**config.mk**
```make
export PLATFORM = sky130hd
export DESIGN_NAME = multicycle_controller
export DESIGN_NICKNAME = d
export VERILOG_FILES = /design/src/rtl/multicycle_controller.sv
export SDC_FILE = /design/constraint.sdc
export NUM_CORES = 1
export LEC_CHECK = 0
export ABC_AREA = 0
export BUFFER_PORTS_ARGS = -buffer_cell sky130_fd_sc_hd__buf_4
export CAP_MARGIN = 20
export CORE_MARGIN = 10
export CORE_UTILIZATION = 33
export DETAILED_ROUTE_END_ITERATION = 8
export SLEW_MARGIN = 20
export SYNTH_ARGS = -nofsm -noshare
export SYNTH_HDL_FRONTEND = slang
export SYNTH_SLANG_ARGS = --single-unit
```
**constraint.sdc**
```tcl
create_clock -name clk -period 3.8 [get_ports clk]
set_input_delay 0.19 -clock clk [delete_from_list [all_inputs] [get_ports clk]]
set_output_delay 0.19 -clock clk [all_outputs]
set_load 0.02 [all_outputs]
```
**src/rtl/multicycle_controller.sv**
```systemverilog
`default_nettype none
// ============================================================================
//  Module      : multicycle_controller
//  Description : Multicycle RV32I control unit. A Moore FSM sequences
//                fetch / decode / execute / writeback over one shared memory
//                port with a req/ready handshake. It resolves all six branch
//                conditions as well as JAL, JALR, LUI and AUIPC. Illegal
//                opcodes enter a trap state, and a counter tracks retired
//                instructions.
//  Parameters  : MEM_HANDSHAKE 1: memory states wait for mem_ready
//                              0: mem_ready is ignored
//                TRAP_HALT     1: TRAP holds until reset
//                              0: TRAP lasts one cycle, then FETCH
//                CNT_W         width of instret_o (wraps)
//  Ports       : clk, rst_n (async, active low)
//                op, funct3          - from the instruction register
//                Zero, ALUR31        - ALU flags
//                mem_ready, mem_req, MemWrite, AdrSrc - memory port
//                IRWrite, PCWrite, RegWrite            - datapath enables
//                ResultSrc, ALUSrcA, ALUSrcB, ALUOp, ImmSrc - datapath selects
//                trap_o, instret_o, state_o            - status / debug
//  Revision    : 1.0 - initial release
// ============================================================================
module multicycle_controller #(
    parameter int MEM_HANDSHAKE = 1,
    parameter int TRAP_HALT     = 1,
    parameter int CNT_W         = 32
) (
    input  logic             clk,
    input  logic             rst_n,
    input  logic [6:0]       op,
    input  logic [2:0]       funct3,
    input  logic             Zero,
    input  logic             ALUR31,
    input  logic             mem_ready,
    output logic             mem_req,
    output logic             MemWrite,
    output logic             AdrSrc,
    output logic             IRWrite,
    output logic             PCWrite,
    output logic             RegWrite,
    output logic [1:0]       ResultSrc,
    output logic [1:0]       ALUSrcA,
    output logic [1:0]       ALUSrcB,
    output logic [1:0]       ALUOp,
    output logic [2:0]       ImmSrc,
    output logic             trap_o,
    output logic [CNT_W-1:0] instret_o,
    output logic [3:0]       state_o
);

    typedef enum logic [3:0] {
        S_FETCH    = 4'd0,
        S_DECODE   = 4'd1,
        S_MEMADR   = 4'd2,
        S_MEMREAD  = 4'd3,
        S_MEMWB    = 4'd4,
        S_MEMWRITE = 4'd5,
        S_EXECR    = 4'd6,
        S_EXECI    = 4'd7,
        S_ALUWB    = 4'd8,
        S_BRANCH   = 4'd9,
        S_JAL      = 4'd10,
        S_JALR     = 4'd11,
        S_JALR2    = 4'd12,
        S_UTYPE    = 4'd13,
        S_TRAP     = 4'd14
    } state_t;

    localparam logic [6:0]       c_OP_LOAD   = 7'b0000011;
    localparam logic [6:0]       c_OP_STORE  = 7'b0100011;
    localparam logic [6:0]       c_OP_RTYPE  = 7'b0110011;
    localparam logic [6:0]       c_OP_ITYPE  = 7'b0010011;
    localparam logic [6:0]       c_OP_BRANCH = 7'b1100011;
    localparam logic [6:0]       c_OP_JAL    = 7'b1101111;
    localparam logic [6:0]       c_OP_JALR   = 7'b1100111;
    localparam logic [6:0]       c_OP_LUI    = 7'b0110111;
    localparam logic [6:0]       c_OP_AUIPC  = 7'b0010111;
    localparam logic [CNT_W-1:0] c_CNT_ONE   = {{(CNT_W-1){1'b0}}, 1'b1};

    state_t           r_state;
    state_t           w_nextState;
    logic [CNT_W-1:0] r_instret;
    logic             w_ready;
    logic             w_take;
    logic             w_retire;
    logic             w_memReq;
    logic             w_memWrite;
    logic             w_irWrite;
    logic             w_pcWrite;
    logic             w_regWrite;
    logic             w_trap;

    // Without the handshake every memory access completes in one cycle.
    assign w_ready = (MEM_HANDSHAKE != 0) ? mem_ready : 1'b1;

    // Branch resolution. The ALU performs a subtract for the compare, so
    // Zero means equal and ALUR31 means less-than (signed or unsigned,
    // chosen by the datapath from funct3).
    always_comb begin
        w_take = 1'b0;
        case (funct3)
            3'b000:         w_take = Zero;
            3'b001:         w_take = ~Zero;
            3'b100, 3'b110: w_take = ALUR31;
            3'b101, 3'b111: w_take = ~ALUR31;
            default:        w_take = 1'b0;
        endcase
    end

    // Immediate format depends only on the opcode in the IR.
    always_comb begin
        ImmSrc = 3'b000;
        case (op)
            c_OP_STORE:           ImmSrc = 3'b001;
            c_OP_BRANCH:          ImmSrc = 3'b010;
            c_OP_JAL:             ImmSrc = 3'b011;
            c_OP_LUI, c_OP_AUIPC: ImmSrc = 3'b100;
            default:              ImmSrc = 3'b000;
        endcase
    end

    always_ff @(posedge clk or negedge rst_n) begin
        if (!rst_n) begin
            r_state   <= S_FETCH;
            r_instret <= '0;
        end else begin
            r_state <= w_nextState;
            if (w_retire) begin
                r_instret <= r_instret + c_CNT_ONE;
            end
        end
    end

    always_comb begin
        w_nextState = r_state;
        w_memReq    = 1'b0;
        w_memWrite  = 1'b0;
        w_irWrite   = 1'b0;
        w_pcWrite   = 1'b0;
        w_regWrite  = 1'b0;
        w_trap      = 1'b0;
        w_retire    = 1'b0;
        AdrSrc      = 1'b0;
        ResultSrc   = 2'b00;
        ALUSrcA     = 2'b00;
        ALUSrcB     = 2'b00;
        ALUOp       = 2'b00;

        case (r_state)
            S_FETCH: begin
                // PC+4 is computed while the instruction is fetched.
                w_memReq  = 1'b1;
                ALUSrcB   = 2'b10;
                ResultSrc = 2'b10;
                if (w_ready) begin
                    w_irWrite   = 1'b1;
                    w_pcWrite   = 1'b1;
                    w_nextState = S_DECODE;
                end
            end
            S_DECODE: begin
                // OldPC + imm precomputes the branch/JAL target into ALUOut.
                ALUSrcA = 2'b01;
                ALUSrcB = 2'b01;
                case (op)
                    c_OP_LOAD, c_OP_STORE: w_nextState = S_MEMADR;
                    c_OP_RTYPE:            w_nextState = S_EXECR;
                    c_OP_ITYPE:            w_nextState = S_EXECI;
                    c_OP_BRANCH:           w_nextState = S_BRANCH;
                    c_OP_JAL:              w_nextState = S_JAL;
                    c_OP_JALR:             w_nextState = S_JALR;
                    c_OP_LUI, c_OP_AUIPC:  w_nextState = S_UTYPE;
                    default:               w_nextState = S_TRAP;
                endcase
            end
            S_MEMADR: begin
                ALUSrcA     = 2'b10;
                ALUSrcB     = 2'b01;
                // Only loads and stores get here; op[5] separates them.
                w_nextState = op[5] ? S_MEMWRITE : S_MEMREAD;
            end
            S_MEMREAD: begin
                w_memReq = 1'b1;
                AdrSrc   = 1'b1;
                if (w_ready) begin
                    w_nextState = S_MEMWB;
                end
            end
            S_MEMWB: begin
                ResultSrc   = 2'b01;
                w_regWrite  = 1'b1;
                w_retire    = 1'b1;
                w_nextState = S_FETCH;
            end
            S_MEMWRITE: begin
                w_memReq   = 1'b1;
                w_memWrite = 1'b1;
                AdrSrc     = 1'b1;
                if (w_ready) begin
                    w_retire    = 1'b1;
                    w_nextState = S_FETCH;
                end
            end
            S_EXECR: begin
                ALUSrcA     = 2'b10;
                ALUOp       = 2'b10;
                w_nextState = S_ALUWB;
            end
            S_EXECI: begin
                ALUSrcA     = 2'b10;
                ALUSrcB     = 2'b01;
                ALUOp       = 2'b10;
                w_nextState = S_ALUWB;
            end
            S_ALUWB: begin
                w_regWrite  = 1'b1;
                w_retire    = 1'b1;
                w_nextState = S_FETCH;
            end
            S_BRANCH: begin
                // Target already sits in ALUOut from DECODE.
                ALUSrcA     = 2'b10;
                ALUOp       = 2'b01;
                w_pcWrite   = w_take;
                w_retire    = 1'b1;
                w_nextState = S_FETCH;
            end
            S_JAL: begin
                // PC <- target in ALUOut while OldPC+4 is formed for rd.
                ALUSrcA     = 2'b01;
                ALUSrcB     = 2'b10;
                w_pcWrite   = 1'b1;
                w_nextState = S_ALUWB;
            end
            S_JALR: begin
                ALUSrcA     = 2'b10;
                ALUSrcB     = 2'b01;
                w_nextState = S_JALR2;
            end
            S_JALR2: begin
                ALUSrcA     = 2'b01;
                ALUSrcB     = 2'b10;
                w_pcWrite   = 1'b1;
                w_nextState = S_ALUWB;
            end
            S_UTYPE: begin
                // LUI adds the immediate to zero, AUIPC to OldPC.
                ALUSrcA     = (op == c_OP_LUI) ? 2'b11 : 2'b01;
                ALUSrcB     = 2'b01;
                w_nextState = S_ALUWB;
            end
            S_TRAP: begin
                w_trap = 1'b1;
                if (TRAP_HALT == 0) begin
                    w_nextState = S_FETCH;
                end
            end
            default: begin
                w_nextState = S_FETCH;
            end
        endcase
    end

    // Reset masks the strobes combinationally so nothing is written while
    // rst_n is low, even though the reset state (FETCH) requests memory.
    assign mem_req   = rst_n & w_memReq;
    assign MemWrite  = rst_n & w_memWrite;
    assign IRWrite   = rst_n & w_irWrite;
    assign PCWrite   = rst_n & w_pcWrite;
    assign RegWrite  = rst_n & w_regWrite;
    assign trap_o    = rst_n & w_trap;
    assign instret_o = r_instret;
    assign state_o   = r_state;

endmodule
`default_nettype wire
```
Word-level counts from Yosys, hierarchy flattened. Cells that the tools add are included. Widths: inputs -> output; s select.

Memory bits (writable): 0. Flip-flop bits (word level): 36. Latch bits: 0. Output and inout bits: 54. Logic and storage cells: 83. Memories: 0. Input port bits: 15. Bits in read-only memories: 0.

$add $sub $neg: 1. Equal/unequal tests: 31. Reductions and logical operators: 18. Shift operators: 0. Magnitude comparators: 0. Multipliers: 0. Bitwise logic cells: 9. Mux-type cells: 22. Divide/modulo/power cells: 0.

Operators with widths (count): $add 32x1->32 const B (1); $pmux 4 s8 (1); $eq 4x4->1 const B (7); $pmux 4 s7 (1); $eq 7x6->1 const B (3); $eq 7x7->1 const B (3); $eq 4x3->1 const B (4); $reduce_or 2->1 (8); $reduce_or 5->1 (3); $eq 7x5->1 const B (2); $eq 3x3->1 const B (4); $mux 4 (3); $pmux 2 s2 (3); $pmux 3 s4 (1); $reduce_or 3->1 (4); $eq 4x2->1 const B (2); $eq 7x2->1 const B (1); $mux 1 (7); $and 1x1->1 (6); $ne 2x2->1 const B (3); $pmux 2 s3 (1); $eq 4x1->1 const B (1); $logic_not 4->1 (1); $pmux 1 s4 (1); other kinds (8) (10).

Depth between registers and ports, before layout. Gate-level depths: netlist of the first run.

Word-level depth: 5. Gate-level depth with buffers: 7. Depth with buffers taken out: 5.

Worst setup path before layout of the first run. OpenSTA, ideal clock, no wires.

Path type: register -> output. Start: register r_state[1] (netlist: state_o[1]). End: output port ResultSrc[1]. Data required time: 3.610 ns. Path buffers: 3. Stages on the path, launching flop included: 5. Slack: 1.763 ns. Data arrival time: 1.847 ns. Cell sequence: dfrtp_1 buf_2 buf_1 clkbuf_1 nor4_1.

Word-level cells in the longest chain between the ends: 2. Elaborated cells between the ends (all ways): 3. Classes of those cells: eq/ne: 1; mux: 1; reduce/logical: 1.

Ends and longest elaborated chain: start: declaration (line 81) `state_t r_state;`; start signal: assignment (line 128) `r_state <= w_nextState;`; $eq 4x3->1 or $logic_not 4->1 (tied branches) (line 150) `case (r_state)`; $pmux 2 s2 (*) (line 150); end: declaration (line 42) `output logic [1:0] ResultSrc,`.

Mark *: on every way between the ends. The rest lies on a longest branch, timed or not.

Worst setup path after layout of the first run.
Start: register r_state[1] (netlist: state_o[1]). End: output port PCWrite.

Word-level cells in the longest chain between the ends: 4. Elaborated cells between the ends (all ways): 7. Classes of those cells: eq/ne: 3; mux: 1; bitwise: 1; reduce/logical: 2.

Ends and longest elaborated chain: $eq 4x4->1 (line 150); $reduce_or 2->1 (no source line); $pmux 1 s3 (*) (line 150); $and 1x1->1 (*) (line 270) `assign PCWrite = rst_n & w_pcWrite;`; end: declaration (line 40) `output logic PCWrite,`.

Marked as above.

==> results of run 1 <==
==> registers in the layout, summed over array words and instances, names as in the netlist <==
signal,cells
instret_o,32
state_o,4
==> cells in the mapped netlist, types with 4 or more instances <==
master	n	area [sq um]
nor3_1	10	50.1
clkbuf_1	5	18.8
a21oi_1	12	60.1
xnor2_1	28	245
nand3_1	14	70.1
nor2_1	10	37.5
and3_1	7	43.8
dfrtp_1	36	901
nor2b_1	8	50.1
o21ai_0	4	20.0
nand4_1	11	68.8
nand2b_1	4	25.0
and4_1	5	43.8
nand2_1	16	60.1
xor2_1	8	70.1
and2_1	5	31.3
==> worst paths after layout <==
path,to,start,depth (start not counted)
hold reg to reg,instret_o[26],instret_o[26],1
max in group asynchronous,instret_o[17],rst_n,2
min in group asynchronous,instret_o[27],rst_n,2
setup reg to reg,instret_o[14],state_o[3],6
hold / removal,state_o[0],mem_ready,3
setup / recovery,PCWrite,state_o[1],4
==> cells by family after synthesis <==
group,after synthesis
buf+inv,15
flops,36
simple gates,104
compound gates,29
fa+ha+maj,1
xor+xnor,36
mux,3
==> placed cells by master, fill, tap and decap left out, drive strengths merged, types with 2 or more instances in the layout <==
| master | instances |
|---|---|
| and4 | 5 |
| nor4 | 5 |
| mux2i | 2 |
| dfrtp | 36 |
| nand4 | 11 |
| buf | 69 |
| nor4b | 2 |
| xnor2 | 28 |
| nand2b | 4 |
| or2 | 3 |
| nor3 | 10 |
| a21oi | 13 |
| and2 | 5 |
| clkbuf | 5 |
| nor2 | 10 |
| nand2 | 16 |
| o21ai | 4 |
| nor2b | 8 |
| xor2 | 8 |
| nand3 | 14 |
| inv | 2 |
| and3 | 7 |
==> metrics by stage <==
stage | util [%] | worst slack (ps) | cell area, sq um | hold WS (ps)
floorplan | - | 1760 | 2130 | -106
global placement | 42.4 | 1730 | 2680 | 193
detailed placement | 42.4 | 1720 | 2680 | 195
CTS | 44.3 | 1470 | 2800 | 288
global route | 44.3 | 1360 | 2800 | 348
finish | 44.3 | 1470 | 2800 | 289
==> report_power, final <==
part	internal, mW	total (mW)	switching [mW]
Clock	0.194	0.332	0.137
Sequential	0.431	0.579	0.148
Combinational	0.303	0.677	0.374
==> final cells by class <==
cell class / count / area share (%)
clock buffers: 5 / 2.46
multi-input cells: 173 / 41.2
inverters: 2 / 0.268
clock inverters: 3 / 1.52
well taps: 77 / 3.44
flip-flops and latches: 36 / 32.2
repair buffers: 70 / 18.9
==> worst min-delay path, stage by stage <==
cell,delay [ps]
buf_4,140
o211ai_1,90
a21oi_1,120
==> layer usage <==
layer | up-vias | GRT usage [%] | share of wire (%)
li1 | 922 | - | -
met1 | 857 | 12.5 | 42
met2 | 44 | 18.2 | 49
met3 | 4 | 4.12 | 7.8
met4 | 0 | 2.61 | 0.69
met5 | - | 0 | 0
==> results.md, run 1 <==
- Final Wtd Congestion: 0.759
- Post-synth net total: 240
- Post-DP HPWL: 4170 um
- Yosys cell types: 46
- Leak: 1.28 nW
- Worst-Margin Slew: 1080 ps
- Final hold vios: 0
- CP arrival: 2140 ps
- Adder-Cell Fraction of Synth Area: 0.588%
- Total number of vias: 1827
- Crit path time final: 2330 ps
- Final Cycle Share: 61.2%
- Clk_lat worst skew: 290 ps
- Number of global-route vias before repair: 1859
- Post-CTS Resized: 0
- Num rows: 29
- Die area: 10100 sq um
- DIE WIDTH: 100 um
- H-Tree Depth: 2
- Largest net degree at the start of global routing: 42
- Post-route ant nets: 0
- Buffers on Ports: 68
- Mean Syn Cell Area: 9.50 sq um
- Post-synth EDFFs: 0
- R2R setup slack: 1720 ps
- Die Ht: 100 um
- Ant. Diodes: 0
- Final Setup Violations: 0
- WS Path Type: register to primary output
- Initial antenna violation count: 0
- DRC violations left: 0
- CP bufs+invs: 1
- Cell Area, Synth: 2130 sq um
- Slew margin rel.: 28.0%
- Cts bufs inserted: 5
- Max cap viols: 0
- Ys async rst share: 100%
- Cells along the critical path: nand2b_1 > nor3_1 > o31a_1 > buf_4
- Worst IR Drop VDD: 0.000256 V
- CP Launch Type: register
- Yosys warnings: 0
- Nets: 304
- Pre-Repair DR Iteration Count: 4
- Setup Skew: 9.70 ps
- Detailed Route Iter0 Violations: 55
- CP max stage cell: dfrtp_1
- Max clock buf depth: 2
- Fmax: 430 MHz
- Post-synthesis mux area share: 1.47%
- Worst Hold Class: primary input to register
- Xor/xnor share of the synthesized area: 14.8%
- Share of layout cells above drive strength 1: 29.4%
- I/O Pins: 69
- Setup Fix Bufs, Post-CTS: 0
- Overall power: 1.59 mW
- Clk sinks: 36
- RSZ-0062 raised after global routing: false
- Synth Area in Simple Gates: 28.5%
- Largest family of logic cells by synthesized area: simple AND/OR/NAND/NOR gates
- Run status: finished clean
- Compound-Gate Fraction of Synth Area: 8.88%
- Non-filler cells, final: 366
- Crit path capture type: primary output
- CTS Hold Bufs: 1
- GRT Residual Overflow: 0
- TNS Setup: 0 ps
- CTS clock-pin slew for the worst setup and hold paths: 70 ps
- Post-synthesis sequential area ratio: 42.3%
- Footprint of the multi-input gates: 1150 sq um
- Yosys reg bits: 36
- GRT Total Usage: 10.8%
- Ys flop type: dfrtp_1
- Area Overhead vs Synth: 31.5%
- Cells after Synth: 224
- Critical Path RT: 3610 ps
- DP Cell Count: 357
- Worst-path fanout max: 30
- Top delay family on crit path: flip-flops
- Root buf cell: clkbuf_8
- Core ar.: 6310 sq um
- FF/Latch Area: 901 sq um
- Slowest stage delay, CP: 1060 ps
- Starting Density: 33.7%
- Detail-routed via count per cell: 4.99
- WL/cell: 15.0 um
- Power per cell area: 567 nW/um^2
- Slew Limit Fails: 0
- Routed WL: 5510 um
- TritonCTS clock tree: yes
- Fillers: 646
- First-pass GRT wire length: 9080 um
Power figures use the tool's default switching activity.
==> run 2, diff against run 1 <==
Clock period 3.8 ns to 2.3 ns, I/O delays scaled along.
==> run 2 against run 1 <==
Count of clock-buffer cells in the layout increased by 1. Power is 67% higher. Cell area rose by 1.5%.
==> results.md, run 2 (same netlist as run 1, synthesis figures left out) <==
- Total number of vias: 1857
- Hold WS: 223 ps
- CP arrival: 1940 ps
- Fillers: 620
- GRT Total Usage: 10.8%
- Post-route ant nets: 0
- Power per cell area: 934 nW/um^2
- H-Tree Depth: 2
- Max cap viols: 0
- Net switching power: 1.07 mW
- Clock share of power: 20.2%
- GRT Residual Overflow: 0
- Buffers on Ports: 68
- Critical Path RT: 2180 ps
- Crit path time final: 2050 ps
- Fmax: 487 MHz
- Detail-routed via count per cell: 4.99
- WL/cell: 14.8 um
- Nets: 310
- Max clock buf depth: 2
- TritonCTS clock tree: yes
- FF/Latch Area: 901 sq um
- Setup Skew: 12.4 ps
- Footprint of the multi-input gates: 1150 sq um
- Slew margin rel.: 44.2%
- Combinational share of power: 47.6%
- Detailed Route Iter0 Violations: 78
- Worst Hold Class: primary input to register
- First-pass GRT wire length: 9160 um
- DRC violations left: 0
- Die Ht: 100 um
- Die area: 10100 sq um
- Final Setup Violations: 0
- Dpl ws: 432 ps
- CTS Hold Bufs: 1
- Post-CTS Resized: 0
- Share of layout cells above drive strength 1: 30.5%
- Initial antenna violation count: 0
- Sw frac: 40.5%
- Setup Fix Bufs, Post-CTS: 0
- Sequential Power Share: 32.2%
- Leak: 1.31 nW
- RSZ-0062 raised after global routing: false
- Number of global-route vias before repair: 1833
- Core ar.: 6310 sq um
- Worst-Margin Slew: 837 ps
- Largest net degree at the start of global routing: 42
- Cts bufs inserted: 5
- Worst-path fanout max: 21
- Post-Route Utilization: 45.0%
- Run status: finished clean
- DIE WIDTH: 100 um
- Routed WL: 5490 um
- CTS clock-pin slew for the worst setup and hold paths: 70 ps
- Pre-Repair DR Iteration Count: 4
- Overall power: 2.65 mW
- Final Wtd Congestion: 0.777
- Ant. Diodes: 0
- R2R setup slack: 460 ps
- Area Overhead vs Synth: 33.4%
- Starting Density: 33.7%
- Final hold vios: 0
- Most frequent cells in the layout: buf_4, dfrtp_1, xnor2_1
- Num rows: 29
- Most common cell after layout, fill and taps aside: buf_4
- Worst IR Drop VDD: 0.000469 V
- Post-DP HPWL: 4240 um
- Clk sinks: 36
- Internal power: 1.58 mW
- Setup WS post-layout: 247 ps
- Root buf cell: clkbuf_8
- Slew Limit Fails: 0
- CP Launch Type: register
- TNS Setup: 0 ps
- I/O Pins: 69
- WS Path Type: register to primary output
- Final Cycle Share: 89.3%
- Max reg flops: 32
- Clk_lat worst skew: 280 ps
- Crit path capture type: primary output
run 2: changes by cell type in the layout (fill, tap and decap cells not counted), sizes merged:
cell	previous run	this run
buf	69	75
clkbuf	5	6
clkinvlp	1	0
run 2: layout make-up:
cell class              instances  share of cell area [%]
multi-input cells             173                    40.6
flip-flops and latches         36                    31.7
repair buffers                 76                    20.2
well taps                      77                    3.39
clock buffers                   6                    2.56
clock inverters                 2                    1.23
inverters                       2                   0.264
run 2: path summary, 6_finish.rpt:
kind / start / end / depth (start not counted)
worst max-delay path: state_o[1] / ALUSrcA[0] / 4
worst min-delay path: mem_ready / state_o[0] / 4
worst max register to register: state_o[3] / instret_o[11] / 5
worst min register to register: instret_o[31] / instret_o[31] / 1
max in group asynchronous: rst_n / state_o[2] / 2
min in group asynchronous: rst_n / instret_o[19] / 2
run 2: per-layer routing:
metal  vias up  share of wire (%)  global-route usage, %
met5         -                  0                      0
met4         0               0.60                   2.28
met3         5                6.8                   4.12
met2        41                 48                   18.1
met1       865                 45                   12.9
li1        946                  -                      -
run 2: per-stage QoR:
stage / instances / cell area, sq um
after global routing: 372 / 2840
after CTS: 372 / 2840
after global placement: 363 / 2720
after floorplan: 224 / 2130
after detailed placement: 363 / 2720
final: 372 / 2840
run 2: worst max-delay path, cell delays in order, from the launching register on:
cell and delay, ps:
dfrtp_1 890, nor2b_1 280, and2_1 180, o21bai_1 120, buf_4 170
run 2: power groups by stage:
stage | combinational [mW] | sequential (mW) | clock (mW)
4_1_cts | 1.28 | 0.854 | 0.560
2_1_floorplan | 0.732 | 0.915 | 0
3_5_place_dp | 1.27 | 0.868 | 0
3_3_place_gp | 1.27 | 0.863 | 0
5_1_grt | 1.38 | 0.872 | 0.588
6_report | 1.26 | 0.854 | 0.536
==> run 3, diff against run 2 <==
Settings changed: CTS_BUF_LIST set to sky130_fd_sc_hd__clkbuf_8.
==> run 3 against run 2 <==
Critical path depth unchanged. Non-clock buffer count unchanged. Core utilization unchanged. Sequential cell count unchanged. Count of clock-buffer cells in the layout down 1. Die area unchanged. Power down 0.15%. Via count about the same. Sequential power about the same. Sequential share of layout area unchanged. Cell area unchanged. Largest power group unchanged. Highest routed layer unchanged.
==> results.md, run 3 (same netlist as run 1, synthesis figures left out) <==
- Run status: finished clean
- CP arrival: 1940 ps
- H-Tree Depth: 2
- Most frequent cells in the layout: buf_4, dfrtp_1, xnor2_1
- CTS clock-pin slew for the worst setup and hold paths: 70 ps
- Worst Hold Class: primary input to register
- Num rows: 29
- RSZ-0062 raised after global routing: false
- Slew margin rel.: 44.2%
- Post-DP HPWL: 4240 um
- Final Wtd Congestion: 0.777
- TritonCTS clock tree: yes
- Core ar.: 6310 sq um
- Pre-Repair DR Iteration Count: 4
- Ant. Diodes: 0
- Crit path time final: 2050 ps
- Hold path start: mem_ready
- GRT Residual Overflow: 0
- TNS Setup: 0 ps
- Routed WL: 5490 um
- Share of layout cells above drive strength 1: 30.5%
- Total number of vias: 1858
- Root buf cell: clkbuf_8
- Area Overhead vs Synth: 33.4%
- Reg2Reg Launch Point: state_o[3]
- CP Launch Type: register
- Max reg flops: 32
- Detailed Route Iter0 Violations: 78
- Final Cycle Share: 89.3%
- Worst IR Drop VDD: 0.000469 V
- Post-DP Area: 2720 sq um
- WL/cell: 14.8 um
- Dpl ws: 432 ps
- Final Cell Area: 2840 sq um
- Buffers on Ports: 68
- GRT Total Usage: 10.8%
- Worst-Margin Slew: 837 ps
- Most common cell after layout, fill and taps aside: buf_4
- Die Ht: 100 um
- Leak: 1.32 nW
- Starting Density: 33.7%
- Detail-routed via count per cell: 4.99
- Die area: 10100 sq um
- Slew Limit Fails: 0
- Max clock buf depth: 2
- Crit path capture type: primary output
- Final Setup Violations: 0
- Power per cell area: 932 nW/um^2
- Largest net degree at the start of global routing: 42
- Critical Path Source: state_o[1]
- I/O Pins: 69
- DRC violations left: 0
- Post-route ant nets: 0
- Setup Skew: 12.7 ps
- DIE WIDTH: 100 um
- Setup WS post-layout: 247 ps
- Max cap viols: 0
- Cts bufs inserted: 5
- Final hold vios: 0
- Overall power: 2.65 mW
- Critical Path RT: 2180 ps
- WS Path Type: register to primary output
- Hold WS: 223 ps
- Nets: 310
- Number of global-route vias before repair: 1833
- Initial antenna violation count: 0
- Fmax: 487 MHz
- Worst-path fanout max: 21
- First-pass GRT wire length: 9160 um
- Clk_lat worst skew: 280 ps
- Clk sinks: 36
## run 3: worst paths after layout
path / endpoint / slack [ps] / depth (start not counted)
max reg2reg: instret_o[11] / 460 / 5
min in group asynchronous: instret_o[19] / 350 / 2
max: ALUSrcA[0] / 250 / 4
max in group asynchronous: state_o[2] / 1600 / 2
min reg2reg: instret_o[31] / 480 / 1
min: state_o[0] / 220 / 4
## run 3: final cells by class
type / count / area [sq um]
fillers: 620 / 3470
flip-flops and latches: 36 / 901
well taps: 77 / 96.3
repair buffers: 76 / 573
clock inverters: 3 / 38.8
multi-input cells: 173 / 1150
inverters: 2 / 7.51
clock buffers: 5 / 68.8
## run 3: what timing repair did
item / 4_1_cts / 5_1_grt
buffers inserted: 0 / 0
endpoints found under the hold margin: 36 / 0
resized for setup: 0 / 0
hold buffers: 1 / 0
## run 3: stage by stage
| stage | util (%) | instances |
|---|---|---|
| 2_1_floorplan | - | 224 |
| 3_3_place_gp | 43.1 | 363 |
| 3_5_place_dp | 43.1 | 363 |
| 4_1_cts | 45.0 | 372 |
| 5_1_grt | 45.0 | 372 |
| 6_report | 45.0 | 372 |
## run 3: metal layers
layer | part of all wire (%) | global-route usage, %
met5 | 0 | 0
met4 | 0.60 | 2.28
met3 | 6.8 | 4.12
met2 | 48 | 18.1
met1 | 45 | 12.9
## run 3: power breakdown
part	internal [mW]	leakage, nW	switching [mW]
combinational	0.540	0.770	0.721
clock	0.317	0.0593	0.215
sequential	0.714	0.489	0.139
total	1.57	1.32	1.07
## run 3: worst max-delay path, cell delays in order (launching register included)
cell      delay, ps
dfrtp_1         890
nor2b_1         280
and2_1          180
o21bai_1        120
buf_4           170
